## config.mk

```make
export PLATFORM = sky130hd
export DESIGN_NAME = ip_mem_sequencer
export DESIGN_NICKNAME = d
export VERILOG_FILES = /design/src/rtl/ip_mem_sequencer.sv
export SDC_FILE = /design/constraint.sdc
export NUM_CORES = 1
export LEC_CHECK = 0
export ABC_AREA = 1
export CELL_PAD_IN_SITES_DETAIL_PLACEMENT = 0
export CELL_PAD_IN_SITES_GLOBAL_PLACEMENT = 1
export CORE_MARGIN = 4
export CORE_UTILIZATION = 33
export DETAILED_ROUTE_END_ITERATION = 12
export HOLD_SLACK_MARGIN = 0.05
export PLACE_DENSITY_LB_ADDON = 0.1
export SLEW_MARGIN = 0
export SYNTH_ARGS = -nofsm -noshare
export SYNTH_HDL_FRONTEND = slang
export SYNTH_SLANG_ARGS = --single-unit
```

## constraint.sdc

```tcl
create_clock -name CLK -period 4.1 [get_ports CLK]
set_input_delay 1.23 -clock CLK [delete_from_list [all_inputs] [get_ports CLK]]
set_output_delay 1.23 -clock CLK [all_outputs]
set_load 0.01 [all_outputs]
```

## src/rtl/ip_mem_sequencer.sv

```systemverilog
// rtl/ip_mem_sequencer.sv - job sequencer moving words RAM port 2 -> custom IP -> RAM port 2
//
// Purpose:
//    Accepts a single command word from the core and runs a job of cnt+1
//    words: for each word it reads RAM port 2, hands the word to the
//    custom IP, waits IP_LAT cycles, then writes the IP result back to the
//    destination region through RAM port 2. The core only polls BUSY/DONE.
//
// Parameters:
//    IP_LAT  cycles from IP_DIN valid to IP_DOUT valid (1..15)
//    AW      data RAM word-address width
//
// Optional feature macro:
//    IPSEQ_BUSY_ERR_EN  when defined, ERR flags start edges seen while busy
//                       and address-range wrap past 2^AW-1; when undefined
//                       ERR is tied low and no detection logic exists.
//
// Ports:
//    CLK       in   system clock, rising edge
//    RSTN      in   asynchronous active-low reset
//    CONSIG    in   [31] start, [30:21] src, [20:11] dst, [10:3] cnt-1, [2:0] opcode
//    BUSY      out  job in progress (every state except IDLE)
//    DONE      out  one-cycle pulse at job completion
//    ERR       out  sticky error flag
//    CSN2      out  RAM port-2 chip select, active low
//    WEN2      out  RAM port-2 write enable, active low
//    A2        out  RAM port-2 word address
//    DI2       out  RAM port-2 write data
//    DO2       in   RAM port-2 read data, valid the cycle after the read
//    IP_DIN    out  operand to custom IP
//    IP_VALID  out  one-cycle strobe marking a new IP_DIN
//    IP_CON    out  {29'b0, opcode}, held for the whole job
//    IP_DOUT   in   IP result
`timescale 1ns/1ps

module ip_mem_sequencer #(
   parameter int IP_LAT = 2,
   parameter int AW     = 10
) (
   input  logic          CLK,
   input  logic          RSTN,
   input  logic [31:0]   CONSIG,
   output logic          BUSY,
   output logic          DONE,
   output logic          ERR,
   output logic          CSN2,
   output logic          WEN2,
   output logic [AW-1:0] A2,
   output logic [31:0]   DI2,
   input  logic [31:0]   DO2,
   output logic [31:0]   IP_DIN,
   output logic          IP_VALID,
   output logic [31:0]   IP_CON,
   input  logic [31:0]   IP_DOUT
);

   typedef enum logic [2:0] {
      S_IDLE = 3'd0,
      S_RD   = 3'd1,
      S_WAIT = 3'd2,
      S_EXEC = 3'd3,
      S_WR   = 3'd4,
      S_FIN  = 3'd5
   } state_t;

   state_t        state;
   state_t        state_nxt;

   // The whole command word is registered alongside the start bit so the
   // fields latched on an accepted start are those sampled with the edge.
   logic          start_q;
   logic          start_qq;
   logic [30:0]   cmd_q;

   logic          start_edge;
   logic          start_acc;

   logic [AW-1:0] src;
   logic [AW-1:0] dst;
   logic [7:0]    cnt;
   logic [7:0]    idx;
   logic [2:0]    op;
   logic [3:0]    lat_cnt;
   logic [31:0]   result;
   logic [31:0]   ip_din_q;
   logic          ip_valid_q;

   assign start_edge = start_q & ~start_qq;
   assign start_acc  = start_edge && (state == S_IDLE);

   // ------------------------------------------------------------------
   // State register
   // ------------------------------------------------------------------
   always_ff @(posedge CLK or negedge RSTN) begin
      if (!RSTN) begin
         state <= S_IDLE;
      end else begin
         state <= state_nxt;
      end
   end

   // ------------------------------------------------------------------
   // Next-state logic
   // ------------------------------------------------------------------
   always_comb begin
      state_nxt = state;
      case (state)
         S_IDLE: if (start_acc) state_nxt = S_RD;
         S_RD:   state_nxt = S_WAIT;
         S_WAIT: state_nxt = S_EXEC;
         S_EXEC: if (lat_cnt == 4'd0) state_nxt = S_WR;
         S_WR:   state_nxt = (idx == cnt) ? S_FIN : S_RD;
         S_FIN:  state_nxt = S_IDLE;
         default: state_nxt = S_IDLE;
      endcase
   end

   // ------------------------------------------------------------------
   // Output logic (decoded from the registered state)
   // ------------------------------------------------------------------
   always_comb begin
      CSN2 = 1'b1;
      WEN2 = 1'b1;
      A2   = '0;
      DI2  = '0;
      case (state)
         S_RD: begin
            CSN2 = 1'b0;
            A2   = src + AW'(idx);   // wraps modulo 2^AW by width
         end
         S_WR: begin
            CSN2 = 1'b0;
            WEN2 = 1'b0;
            A2   = dst + AW'(idx);
            DI2  = result;
         end
         default: ;
      endcase
   end

   assign BUSY     = (state != S_IDLE);
   assign DONE     = (state == S_FIN);
   assign IP_CON   = BUSY ? {29'b0, op} : 32'd0;
   assign IP_DIN   = ip_din_q;
   assign IP_VALID = ip_valid_q;

   // ------------------------------------------------------------------
   // Datapath: command capture, IP handshake, latency counter, index
   // ------------------------------------------------------------------
   always_ff @(posedge CLK or negedge RSTN) begin
      if (!RSTN) begin
         start_q    <= 1'b0;
         start_qq   <= 1'b0;
         cmd_q      <= '0;
         src        <= '0;
         dst        <= '0;
         cnt        <= '0;
         idx        <= '0;
         op         <= '0;
         lat_cnt    <= '0;
         result     <= '0;
         ip_din_q   <= '0;
         ip_valid_q <= 1'b0;
      end else begin
         start_q    <= CONSIG[31];
         start_qq   <= start_q;
         cmd_q      <= CONSIG[30:0];
         ip_valid_q <= (state == S_WAIT);

         if (start_acc) begin
            src <= AW'(cmd_q[30:21]);
            dst <= AW'(cmd_q[20:11]);
            cnt <= cmd_q[10:3];
            op  <= cmd_q[2:0];
            idx <= '0;
         end

         case (state)
            S_WAIT: begin
               // DO2 answers the read issued in RD; IP_DIN stays stable
               // for the whole EXEC window so the IP can sample any time.
               ip_din_q <= DO2;
               lat_cnt  <= 4'(IP_LAT - 1);
            end
            S_EXEC: begin
               if (lat_cnt == 4'd0) begin
                  result <= IP_DOUT;
               end else begin
                  lat_cnt <= lat_cnt - 4'd1;
               end
            end
            S_WR: begin
               idx <= idx + 8'd1;
            end
            default: ;
         endcase
      end
   end

   // ------------------------------------------------------------------
   // Error flag
   // ------------------------------------------------------------------
`ifdef IPSEQ_BUSY_ERR_EN
   logic          err_q;
   logic [AW:0]   src_end;
   logic [AW:0]   dst_end;
   logic          range_wrap;

   // One extra bit catches the last word of the range crossing 2^AW-1.
   assign src_end    = {1'b0, AW'(cmd_q[30:21])} + (AW+1)'(cmd_q[10:3]);
   assign dst_end    = {1'b0, AW'(cmd_q[20:11])} + (AW+1)'(cmd_q[10:3]);
   assign range_wrap = src_end[AW] | dst_end[AW];

   always_ff @(posedge CLK or negedge RSTN) begin
      if (!RSTN) begin
         err_q <= 1'b0;
      end else if (start_acc) begin
         err_q <= range_wrap;
      end else if (start_edge && (state != S_IDLE)) begin
         err_q <= 1'b1;
      end
   end

   assign ERR = err_q;
`else
   assign ERR = 1'b0;
`endif

endmodule

```

=== Word-level counts from Yosys, hierarchy flattened ===
Cells that the tools add are included.

* Register bits: 144
* Output and inout bits: 112
* Word-level logic and storage cells: 51
* Input bits: 98

* Eq/ne operators: 9
* Add/subtract/negate cells: 4
* Reductions and logical operators: 10
* Multiplexer cells: 13
* Bitwise operators: 2

{| class="wikitable"
|+ Operators by type and width
! cell !! number
|-
| $mux W32 || 1
|-
| $add A10 B8 Y10 || 2
|-
| $pmux W10 S2 || 1
|-
| $mux W8 || 2
|-
| $pmux W3 S5 || 1
|-
| $mux W3 || 4
|-
| $add A8 B1 Y8 const B || 1
|-
| $eq A8 B8 Y1 || 1
|-
| $pmux W4 S2 || 1
|-
| $eq A3 B2 Y1 const B || 2
|-
| $eq A3 B3 Y1 const B || 2
|-
| $ne A2 B2 Y1 const B || 3
|-
| $reduce_and A2 Y1 || 3
|-
| $logic_not A4 Y1 || 1
|-
| $mux W4 || 1
|-
| $reduce_bool A2 Y1 || 2
|-
| $sub A4 B1 Y4 const B || 1
|-
| $eq A3 B1 Y1 const B || 1
|-
| $logic_not A3 Y1 || 1
|-
| $reduce_bool A3 Y1 || 1
|-
| $mux W1 || 2
|-
| $reduce_or A2 Y1 || 1
|-
| $and A1 B1 Y1 || 1
|-
| $logic_and A1 B1 Y1 || 1
|-
| $not A1 Y1 || 1
|}

=== Logic depth before layout (Yosys ltp) ===
* Depth after elaboration: 5
* Depth in mapped cells: 16

=== Worst setup path after synthesis ===
OpenSTA, ideal clock, no wires.

* Path kind: reg-to-output
* Start: reg state[1]
* End: out A2[8]
* Data required time: 2.870 ns
* Setup slack: 0.639 ns
* Arrival: 2.231 ns
* Cell stages (with the launch flop): 17
* Cell sequence: dfrtp_1 > nor2_1 > nand2_1 > inv_1 > buf_2 > nand2_1 > nand2_1 > ha_1 > fa_1 > nand3_1 > nand2_1 > nand2_1 > nor2_1 > nand2_1 > nand3_1 > nand2_1 > nor2_1

* Cells in the longest elaborated chain, start to end: 2
* Elaborated cells on any way between the ends: 3
* Those cells by class: eq/ne: 2; mux: 1

{| class="wikitable"
|+ Ends and longest elaborated chain
! item !! line !! source
|-
| from (decl) || 66 || <nowiki>state_t state;</nowiki>
|-
| from (signal assigned) || 98 || <nowiki>state <= state_nxt;</nowiki>
|-
| $eq A3 B3 Y1 / $eq A3 B1 Y1 (equally long branches) || 126 || <nowiki>case (state)</nowiki>
|-
| $pmux W10 S2 (*) || 126 ||
|-
| to (decl) || 48 || <nowiki>output logic [AW-1:0] A2,</nowiki>
|}

Mark *: on every way between the ends. The rest lies on a longest branch, timed or not.

=== Worst setup path after layout ===
* Start: reg state[0]
* End: out A2[3]

Same word-level chain as after synthesis.

==> metrics.yaml <==
power:
  power.density_nw_per_um2: 671
  clkPwrFrac_pct: 26.2
  p_switching_mw: 2.06
  p_int_mw: 3.88
  ir_drop_v: 0.000333
  pwr-share-seq_pct: 36.8
  p_leak_nw: 4.46
  combPwrFrac_pct: 36.9
  switching_share_pct: 34.7
  total_power_mw: 5.95
placed_design:
  gp_routability_congestion: 0.860
  place_area_sq_um: 8210
  portBuffers: 179
  place_ws_ps: 192
  dp_hpwl_um: 11700
  dp_cells: 1125
sta:
  rsz0062_at_grt: "false"
  setup_viol: 0
  holdWs_ps: 375
  finalSetupTns_ps: 0
  slew_viol_final: 0
  finalHoldViolCount: 0
  setup_ws_ps: 205
  maxSlewHeadroom_pct: 32.9
  fin_skew_ps: 12.3
  finalCriticalPeriod_ps: 3900
  max_freq_ghz: 0.257
  tightest_slew_ps: 1000
  min_period_over_period_pct: 95.0
cts:
  clk_root_buffer_cell: "clkbuf_16"
  cts_buffer_depth: 2
  insertion_delay_ps: 420
  cts_inserted_buffers: 17
  cts_max_level: 4
  clkSinkCount: 144
  hold_buffers: 0
  cts_tree: "yes"
  clkTransAtPathRegs_ps: 60
setup_path:
  crit_path_start_kind: "flop"
  slowest_delay_ps: 560
  crit_family: "buffers and inverters"
  crit_arrival_ps: 2670
  slowest_stage: "clkdlybuf4s50_1"
  worstPathCellList: "nor2_4, nand2_4, inv_2, buf_4, nand2_1, nand2_1, ha_1, nand2_1, nand3_1, o21ai_0, a21oi_1, clkdlybuf4s50_1"
  endpoint_kind: "output port"
  cp_data_required_time_ps: 2870
  cp_max_fo: 7
  crit_type: "reg -> out"
  cp_num_buf_inv: 3
  cp_common_cell: "nand2_1"
detailed_routing:
  detail-route-antenna-nets: 0
  via_count: 5096
  routedWlPerCell_um: 14.1
  drc: 0
  wl_um: 16300
  drt_iter0_markers: 192
  via_per_inst: 4.41
  dr.pass1.iters: 4
floorplanning:
  die_height_um: 146
  start_util_pct: 33.5
  coreArea_sq_um: 18700
  pin_count: 210
  die_w_um: 146
  dieArea_sq_um: 21300
  num_rows: 50
yosys:
  yosysWarnings: 0
  async_reset_ff_share_pct: 100
  netlist_area_sq_um: 6270
  synth-xor-area-share_pct: 0.978
  synthCells: 727
  synth-edff-count: 0
  ys.flop_type: "dfrtp_1"
  synth.ff_latch_count: 144
  synth_mux_area_share_pct: 0.319
  synth.yosys.seq_area_share_pct: 57.5
  synthAdderAreaFrac_pct: 2.51
  ys_types: 32
  synth-compound-area-share_pct: 5.87
  synth_top_family_by_area: "simple AND/OR/NAND/NOR gates"
  syn_avg_cell_area_sq_um: 8.62
  synthSimpleGateAreaFrac_pct: 23.2
cells_and_area:
  n_antenna_cell: 0
  layout-drive-gt1-share_pct: 7.05
  finish.utilization_pct: 47.4
  fin_cells: 1156
  stdcell_area_sq_um: 8870
  multi_input_area_sq_um: 2230
  final_common_cell: "nand2_1"
  num-fill-cells: 1810
  mostFrequentLayoutCells: "nand2_1 (239), clkdlybuf4s50_1 (172), dfrtp_1 (144), nor2_1 (93), inv_1 (63)"
  nets: 1021
  syn_to_final_growth_pct: 41.4
  regArea_sq_um: 3600
grt:
  gr-usage-all-layers_pct: 15.6
  overflow: 0
  antenna_found_initial: 0
  grt_max_degree: 79
  grt_pass1_vias: 5237
  grt_pass1_wl_um: 26800
hold_path:
  worst_hold_path_type: "reg -> reg"
status:
  status: "completed"
run:
  maxCapViolCount: 0
power by group through the flow:
stage / registers [mW] / clock network [mW] / logic, mW
3_5_place_dp: 2.21 / 0 / 2.20
3_3_place_gp: 2.20 / 0 / 2.16
2_1_floorplan: 2.22 / 0 / 1.19
5_1_grt: 2.25 / 1.66 / 2.50
6_report: 2.19 / 1.56 / 2.20
4_1_cts: 2.19 / 1.61 / 2.23
logic make-up (layout without fill, tap and decap cells):
| family | count (synthesis) | in the layout |
|---|---|---|
| compound gates | 71 | 71 |
| xor+xnor | 7 | 7 |
| simple gates | 368 | 368 |
| fa+ha+maj | 12 | 12 |
| buf+inv | 122 | 288 |
| mux | 2 | 2 |
| flops | 144 | 144 |
| other cells | 1 | 30 |
flip-flops by register name, summed over array words and instances, names as in the netlist:
signal and count:
IP_DIN 32, result 32, cmd_q 31, dst 10, src 10, cnt 8
idx 8, lat_cnt 4, op 3, state 3, IP_VALID 1, start_q 1
start_qq 1
worst paths after layout:
kind	slack [ps]	depth (start not counted)	endpoint	from
max	200	12	A2[3]	state[0]
min	370	0	start_qq	start_q
max reg2reg	1510	7	lat_cnt[0]	state[2]
min reg2reg	370	0	start_qq	start_q
max in group asynchronous	2440	2	result[28]	RSTN
min in group asynchronous	860	1	IP_DIN[20]	RSTN
Yosys cell counts, drive strengths merged, types with 2 or more instances:
library cell | count | area (sq um)
nor2 | 95 | 357
nor3 | 6 | 41.3
xor2 | 5 | 43.8
nand2 | 241 | 912
clkbuf | 6 | 22.5
ha | 11 | 138
xnor2 | 2 | 17.5
o21ai | 20 | 100
nand4 | 3 | 25.0
mux2i | 2 | 20.0
or2 | 3 | 18.8
inv | 67 | 254
nand3 | 20 | 100
dfrtp | 144 | 3600
a21oi | 47 | 239
buf | 48 | 322
final cells by class:
cell class	instances	share of cell area (%)
inverters	68	2.91
well taps	234	3.30
repair buffers	190	21.4
multi-input cells	490	25.1
clock buffers	17	4.80
flip-flops and latches	144	40.6
clock inverters	13	1.83
metal layers:
layer / vias up / global-route usage (%) / part of all wire [%]
met4: 0 / 4.65 / 1.2
li1: 2544 / - / -
met5: - / 0 / 0
met2: 151 / 24.6 / 47
met1: 2389 / 19.1 / 43
met3: 12 / 7.38 / 8.6
repair_timing:
action                     in CTS  in global routing
setup endpoints to repair       6                  7
resized for setup              12                 13
gates cloned                    0                  0
setup buffers                   1                  0
Note: power is estimated with default switching activity, not from simulation.
